[src/rtl/cpu_controller.sv]
// Instruction sequencer for the 8-bit RISC CPU: fetches 1- or 2-byte instructions,
// holds pc/ir/operand address and drives Moore strobes that steer data into and out of the ALU.
module cpu_controller #(
    parameter logic [7:0] PC_RST = 8'h00
) (
    input  logic       clk,
    input  logic       rst,
    input  logic [7:0] rom_data,
    output logic [7:0] rom_addr,
    output logic       rom_rd,
    output logic [7:0] ram_addr,
    output logic       ram_rd,
    output logic       ram_wr,
    output logic [4:0] reg_addr,
    output logic       reg_rd,
    output logic       reg_wr,
    output logic [2:0] alu_op,
    output logic [1:0] data_sel,
    output logic       acc_ld,
    output logic       halted,
    output logic [7:0] pc
);

    localparam logic [2:0] IDLE   = 3'd0;
    localparam logic [2:0] FETCH  = 3'd1;
    localparam logic [2:0] DECODE = 3'd2;
    localparam logic [2:0] EXEC   = 3'd3;
    localparam logic [2:0] HALT   = 3'd4;

    localparam logic [2:0] OP_LDO = 3'b001;
    localparam logic [2:0] OP_LDA = 3'b010;
    localparam logic [2:0] OP_STO = 3'b011;
    localparam logic [2:0] OP_PRE = 3'b100;
    localparam logic [2:0] OP_ADD = 3'b101;
    localparam logic [2:0] OP_LDM = 3'b110;
    localparam logic [2:0] OP_HLT = 3'b111;

    localparam logic [1:0] SEL_ROM = 2'b00;
    localparam logic [1:0] SEL_RAM = 2'b01;
    localparam logic [1:0] SEL_REG = 2'b10;

    logic [2:0] state;
    logic [7:0] ir;
    logic [7:0] addr_reg;
    logic [2:0] op;
    logic       two_byte;

    assign op       = ir[7:5];
    assign two_byte = (op == OP_LDO) || (op == OP_LDA) || (op == OP_STO);

    always_ff @(posedge clk or negedge rst) begin
        if (!rst) begin
            state    <= IDLE;
            pc       <= PC_RST;
            ir       <= 8'h00;
            addr_reg <= 8'h00;
        end else begin
            case (state)
                IDLE: state <= FETCH;
                FETCH: begin
                    ir    <= rom_data;
                    pc    <= pc + 8'd1;
                    state <= DECODE;
                end
                DECODE: begin
                    // Operand byte is fetched here so 2-byte instructions cost no extra cycle
                    if (two_byte) begin
                        addr_reg <= rom_data;
                        pc       <= pc + 8'd1;
                        state    <= EXEC;
                    end else if (op == OP_HLT) begin
                        state <= HALT;
                    end else begin
                        state <= EXEC;
                    end
                end
                EXEC:    state <= FETCH;
                HALT:    state <= HALT;
                default: state <= IDLE;
            endcase
        end
    end

    assign ram_addr = addr_reg;
    assign reg_addr = ir[4:0];
    assign alu_op   = op;

    always_comb begin
        rom_addr = pc;
        rom_rd   = 1'b0;
        ram_rd   = 1'b0;
        ram_wr   = 1'b0;
        reg_rd   = 1'b0;
        reg_wr   = 1'b0;
        data_sel = SEL_ROM;
        acc_ld   = 1'b0;
        halted   = 1'b0;
        case (state)
            FETCH:  rom_rd = 1'b1;
            DECODE: rom_rd = two_byte;
            EXEC: begin
                case (op)
                    OP_LDO: begin
                        rom_rd   = 1'b1;
                        rom_addr = addr_reg;
                        data_sel = SEL_ROM;
                        acc_ld   = 1'b1;
                    end
                    OP_LDA: begin
                        ram_rd   = 1'b1;
                        data_sel = SEL_RAM;
                        acc_ld   = 1'b1;
                    end
                    OP_STO: ram_wr = 1'b1;
                    OP_PRE, OP_ADD: begin
                        reg_rd   = 1'b1;
                        data_sel = SEL_REG;
                        acc_ld   = 1'b1;
                    end
                    OP_LDM:  reg_wr = 1'b1;
                    default: ;
                endcase
            end
            HALT:    halted = 1'b1;
            default: ;
        endcase
    end

endmodule

[config.mk]
export PLATFORM = sky130hd
export DESIGN_NAME = cpu_controller
export DESIGN_NICKNAME = d
export VERILOG_FILES = /design/src/rtl/cpu_controller.sv
export SDC_FILE = /design/constraint.sdc
export NUM_CORES = 1
export LEC_CHECK = 0
export CAP_MARGIN = 20
export CORE_MARGIN = 2
export CORE_UTILIZATION = 45
export CTS_BUF_LIST = sky130_fd_sc_hd__clkbuf_8
export DETAILED_ROUTE_END_ITERATION = 12
export GPL_ROUTABILITY_DRIVEN = 0
export PLACE_DENSITY = 0.83
export SLEW_MARGIN = 20
export SYNTH_ARGS = -nofsm -noshare
export SYNTH_HDL_FRONTEND = slang
export SYNTH_SLANG_ARGS = --single-unit
[constraint.sdc]
create_clock -name clk -period 2.4 [get_ports clk]
set_input_delay 0.48 -clock clk [delete_from_list [all_inputs] [get_ports clk]]
set_output_delay 0.48 -clock clk [all_outputs]
set_load 0.03 [all_outputs]
# [Word level (Yosys, flattened, before mapping)]
# Cells that the tools add are included.
[totals] regBits=27 word_cells=48
[classes] n_mux=22 reduce_logical=9 addsub=1 n_eq_ne=12
[ops] op="2-to-1 mux 8 bit" n=3
[ops] op="case mux 8 bit (2 select lines)" n=1
[ops] op="== test 3 bit (second input constant)" n=5
[ops] op="== test 3 x 2 -> 1 bit (second input constant)" n=4
[ops] op="2-to-1 mux 1 bit" n=12
[ops] op="case mux 3 bit (4 select lines)" n=1
[ops] op="adder 8 x 1 -> 8 bit (second input constant)" n=1
[ops] op="== test 3 x 1 -> 1 bit (second input constant)" n=2
[ops] op="2-to-1 mux 3 bit" n=2
[ops] op="case mux 2 bit (2 select lines)" n=1
[ops] op="AND reduction 2 bit" n=2
[ops] op="OR reduction 2 bit" n=2
[ops] op="OR reduction 4 bit" n=1
[ops] op="zero test 3 bit" n=1
[ops] op="case mux 1 bit (3 select lines)" n=1
[ops] op="logical OR 1 bit" n=2
[ops] op="2-to-1 mux 2 bit" n=1
[ops] op="inequality test 2 bit (second input constant)" n=1
[ops] op="nonzero test 2 bit" n=1

# [Longest topological paths before layout]
[depth] ltp_word=5 ltp_mapped=6 depth_no_buf=4

# [Worst setup path before layout]
# No wires, ideal clock.
[synth_path] path_type="register -> output" from="register ir[6]" to="output port data_sel[0]" stages_incl_launch_ff=5 n_path_buf=2 t_arrival_ns=1.852 setup_slack_ns=0.068 path_cell_list="dfrtp_1 -> buf_2 -> nand4b_1 -> nor3_1 -> buf_4"
[synth_between] elab_chain_len=4 elab_cells_between_ends=6 classes_between="eq/ne (3); mux (2); reduce/logical (1)"
[synth_lines] item="from (decl)" line="43" text="logic [7:0] ir;"
[synth_lines] item="from (signal assigned)" line="61" text="ir <= rom_data;"
[synth_lines] item="== test 3 bit" line="102" text="case (op)"
[synth_lines] item="OR reduction 2 bit" line="102"
[synth_lines] item="case mux 2 bit (2 select lines) *" line="102"
[synth_lines] item="2-to-1 mux 2 bit *" line="98" text="case (state)"
[synth_lines] item="to (decl)" line="18" text="output logic [1:0] data_sel,"
# Mark *: on every way between the ends. The rest lies on a longest branch, timed or not.

# [Final worst setup path]
[layout_path] from="register state[2]" to="output port rom_rd"
[layout_between] elab_chain_len=2 elab_cells_between_ends=4 classes_between="eq/ne (3); mux (1)"
[layout_lines] item="from (decl)" line="42" text="logic [2:0] state;"
[layout_lines] item="from (signal assigned)" line="53" text="state <= IDLE;"
[layout_lines] item="from (signal assigned)" line="59" text="IDLE: state <= FETCH;"
[layout_lines] item="from (signal assigned)" line="63" text="state <= DECODE;"
[layout_lines] item="== test 3 x 2 -> 1 bit / == test 3 x 1 -> 1 bit (equally long branches)" line="98"
[layout_lines] item="case mux 1 bit (3 select lines) *" line="98"
[layout_lines] item="to (decl)" line="10" text="output logic rom_rd,"
# Marked as above.

==> tab_implementation.tex <==
\begin{tabular}{lr}
\hline
Metric & Value \\
\hline
\multicolumn{2}{l}{\textbf{Pwr}} \\
Leakage power & between 0.0008 and 0.0009 uW \\
Clock power share & approximately 8.3\% \\
Internal power consumption & between 1500 and 2000 uW \\
Highest ir drop seen on vdd & $\sim$1.1 mV \\
Power per cell area & between 1500 and 2000 mW/mm2 \\
Switching pwr & around 1400 uW \\
Portion of total power attributed to sequential cells & 29.8\% \\
Switching power as a share of total power & between 40\% and 50\% \\
Comb power frac & just over 60\% \\
\multicolumn{2}{l}{\textbf{Die}} \\
Placeable core area & approximately 0.0028 mm2 \\
Chip Height & just under 60 um \\
Cell Rows & 19 \\
Number of ports placed on the die boundary & just over 50 \\
Horiz. Die Dim & slightly below 60 um \\
Die Area & approximately 0.0034 mm2 \\
Initial core utilization & approximately 48\% \\
\multicolumn{2}{l}{\textbf{Detailed routing}} \\
Routed WL & about 3.1 mm \\
Via count & just over 1000 \\
Number of nets still failing antenna checks after routing & 0 \\
Vias per std cell & 5.41 \\
DRC viols & 0 \\
Number of violations reported at the end of detailed-routing iteration 0 & 31 \\
Iteration count of the initial detailed-routing pass & 2 \\
Wirelength per Cell & 16.4 um \\
\multicolumn{2}{l}{\textbf{Critical path}} \\
Endpoint required time on the critical path & about 1.9 ns \\
Buffers and inverters on the worst path & 2 \\
Critical path class & flip-flop to output pin \\
Largest driver fanout on the critical path & 10 \\
Max stage delay cell, worst path & or3b\_2 \\
Worst stage delay on the critical path & 0.65 ns \\
Startpoint Class & flip-flop \\
Critical path launch point & state[2]\$\_DFF\_PN0\_ \\
Startpoint of the worst-slack reg-to-reg timing path & state[2]\$\_DFF\_PN0\_ \\
Cell with the most instances on the worst path & buf\_4 \\
Cells along the critical path & buf\_4, or3b\_2, nand3\_1, buf\_4 \\
Data arrival time of the critical path & $\sim$1.8 ns \\
Critical path's top delay family & simple AND/OR/NAND/NOR gates \\
Sort of element at the end of the critical path & output pin \\
\multicolumn{2}{l}{\textbf{Min path}} \\
Critical hold path startpoint & pc[7]\$\_DFFE\_PN0P\_ \\
Worst hold path class & flip-flop to flip-flop \\
\multicolumn{2}{l}{\textbf{Clock tree}} \\
CTS hold repair buffers & 0 \\
CTS clock-pin slew for the worst setup and hold paths & approximately 0.090 ns \\
Num CTS Buffers & 3 \\
Clock tree from TritonCTS & built \\
CTS max path bufs & 2 \\
Clock latency on the worst-skew pair & 0.27 ns \\
Buffer cell driving the clock tree root & clkbuf\_8 \\
Maximum level of the CTS H-tree & 1 \\
Clock sink total & 27 \\
\multicolumn{2}{l}{\textbf{STA}} \\
Rel. slew slack & a little over two thirds \\
Final setup violating endpoints & 0 \\
Worst hold slack across all endpoints & between 0.5 and 0.6 ns \\
Setup TNS & 0 ns \\
Maximum operating frequency & 0.437 GHz \\
Clock skew & between 0.0015 and 0.002 ns \\
Max-slew violation total from the final report & 0 \\
Slew at the pin closest to its max-slew limit & 0.454 ns \\
Hold violation total from the final report & 0 \\
Post-layout minimum cycle time & roughly 2.3 ns \\
Final worst slack & $\sim$0.11 ns \\
Part of the cycle the worst path needs & a little over nine tenths \\
\multicolumn{2}{l}{\textbf{Run status}} \\
Status & finished clean \\
\multicolumn{2}{l}{\textbf{Cells and area}} \\
Final net count & between 150 and 200 \\
Post-route non-filler standard cell count & $\sim$190 \\
Proportion of layout cells with a drive suffix above 1 & a little under a third \\
Core occupancy in the finished layout & approximately two thirds \\
Fillers & between 200 and 250 \\
Antenna diodes & 0 \\
Synthesis-to-finish area growth & 41.6\% \\
\multicolumn{2}{l}{\textbf{Global route}} \\
Total Routing Usage GR & roughly a fifth \\
Vias in the first global route & between 1000 and 1500 \\
Aggregate global routing overflow & 0 \\
Maximum number of pins on one net before global-route repair & 28 \\
Global-route wire length before repair & between 5 and 6 mm \\
Antenna violations before repair & 0 \\
\multicolumn{2}{l}{\textbf{Job}} \\
Max\_cap viols & 0 \\
\multicolumn{2}{l}{\textbf{Synth}} \\
Synth Area per Inst & 12.9 um2 \\
Number of storage elements in the synthesis netlist & 27 \\
Number of distinct library cells after synthesis & 28 \\
Synth warnings & 0 \\
Gate count of the mapped netlist & 104 \\
Post-Syn Area & 0.00134 mm2 \\
Syn\_nets & around 120 \\
Sequential cell area fraction in the yosys report & 50.5\% \\
\multicolumn{2}{l}{\textbf{Placed design}} \\
Post-placement worst setup slack & 0.227 ns \\
Number of I/O port buffers & 50 \\
Placed insts & between 150 and 200 \\
Detailed placer's ending HPWL & approximately 2.3 mm \\
\hline
\end{tabular}
## cells in the mapped netlist (all sizes together)
library cell   n  area, um2
and2b          1       7.51
nor2b          1       6.26
mux2          25        282
nor3b          2       15.0
xnor2          6       52.6
nand4b         1       8.76
nand3b         3       22.5
and2           2       12.5
ha             1       12.5
xor2           2       17.5
nand2b         1       6.26
a21oi          2       10.0
or3            1       6.26
nand3          5       25.0
nor3           2       21.3
dfrtp         27        676
nand4          2       12.5
or3b           2       20.0
a211oi         1       7.51
o31ai          1       21.3
and3           3       18.8
nand2          1       3.75
nor2           6       22.5
buf            6       50.0
## cell usage in the layout (no fill, tap or decap), types with 5 or more instances in the layout
cell / n
nor2_1: 6
clkdlybuf4s50_1: 35
mux2_2: 25
buf_4: 13
dfrtp_1: 24
dlymetal6s2s_1: 5
nand3_1: 5
xnor2_1: 6
## through the flow
stage | area [um2] | power [uW]
global route | 1890 | 3260
global placement | 1820 | 2760
CTS | 1880 | 3090
detailed placement | 1820 | 2820
finish | 1890 | 3070
floorplan | 1340 | 2120
## area by class of cell
| cell class | instances | area (um2) | area share (%) |
|---|---|---|---|
| clock inverter | 1 | 3.75 | 0.198 |
| sequential | 27 | 679 | 35.9 |
| multi-input combinational | 71 | 612 | 32.3 |
| clock buffer | 3 | 41.3 | 2.18 |
| timing repair buffer | 54 | 519 | 27.4 |
| tap | 31 | 38.8 | 2.05 |
## state kept, by name, indices dropped and copies added, names as in the netlist
register  cells
state         3
ir            8
ram_addr      8
pc            8
## power groups by stage
stage / sequential [uW] / clock (uW) / combinational [uW]
global route: 961 / 284 / 2020
global placement: 893 / 0 / 1870
finish: 913 / 253 / 1900
CTS: 909 / 263 / 1920
floorplan: 1220 / 0 / 906
detailed placement: 918 / 0 / 1910
## worst reg2reg max path, stage by stage, from the launching register on
cell and delay, ns:
dfrtp_1 0.39, buf_4 0.17, or3b_2 0.65, o31ai_4 0.18, mux2_2 0.38
## metal layers
layer | wire length (um) | GRT usage (%) | up-vias
met1 | 1230 | 25.5 | 494
met4 | 48 | 7.97 | 0
met5 | 0 | 0 | -
li1 | - | - | 471
met3 | 206 | 5.27 | 5
met2 | 1580 | 34.0 | 41
## cells by family (layout without fill, tap and decap cells)
kind of cell             after synthesis  in the layout  share of synthesized area (%)
multiplexers                          25             25                           21.0
adder cells (fa/ha/maj)                1              1                          0.935
AND/OR/NAND/NOR                       33             33                           15.6
flip-flops                            27             27                           50.5
XOR/XNOR                               8              8                           5.24
AO/OA/AOI/OAI                          4              4                           2.90
buffers and inverters                  6             58                           3.74
## path summary, 6_finish.rpt
kind	end	depth (start not counted)	slack, ns
worst max-delay path	rom_rd	4	0.11
worst min-delay path	pc[7]$_DFFE_PN0P_	1	0.50
worst max register to register	pc[1]$_DFFE_PN0P_	4	0.52
worst min register to register	pc[7]$_DFFE_PN0P_	1	0.50
max in group asynchronous	state[0]$_DFF_PN0_	2	1.55
min in group asynchronous	ram_addr[5]$_DFFE_PN0P_	2	0.57
## what timing repair did
item / CTS / global route
endpoints found under the hold margin: 0 / 0
resized for setup: 1 / 8
buffers inserted: 2 / 0
setup endpoints to repair: 10 / 13
Power figures use the tool's default switching activity.
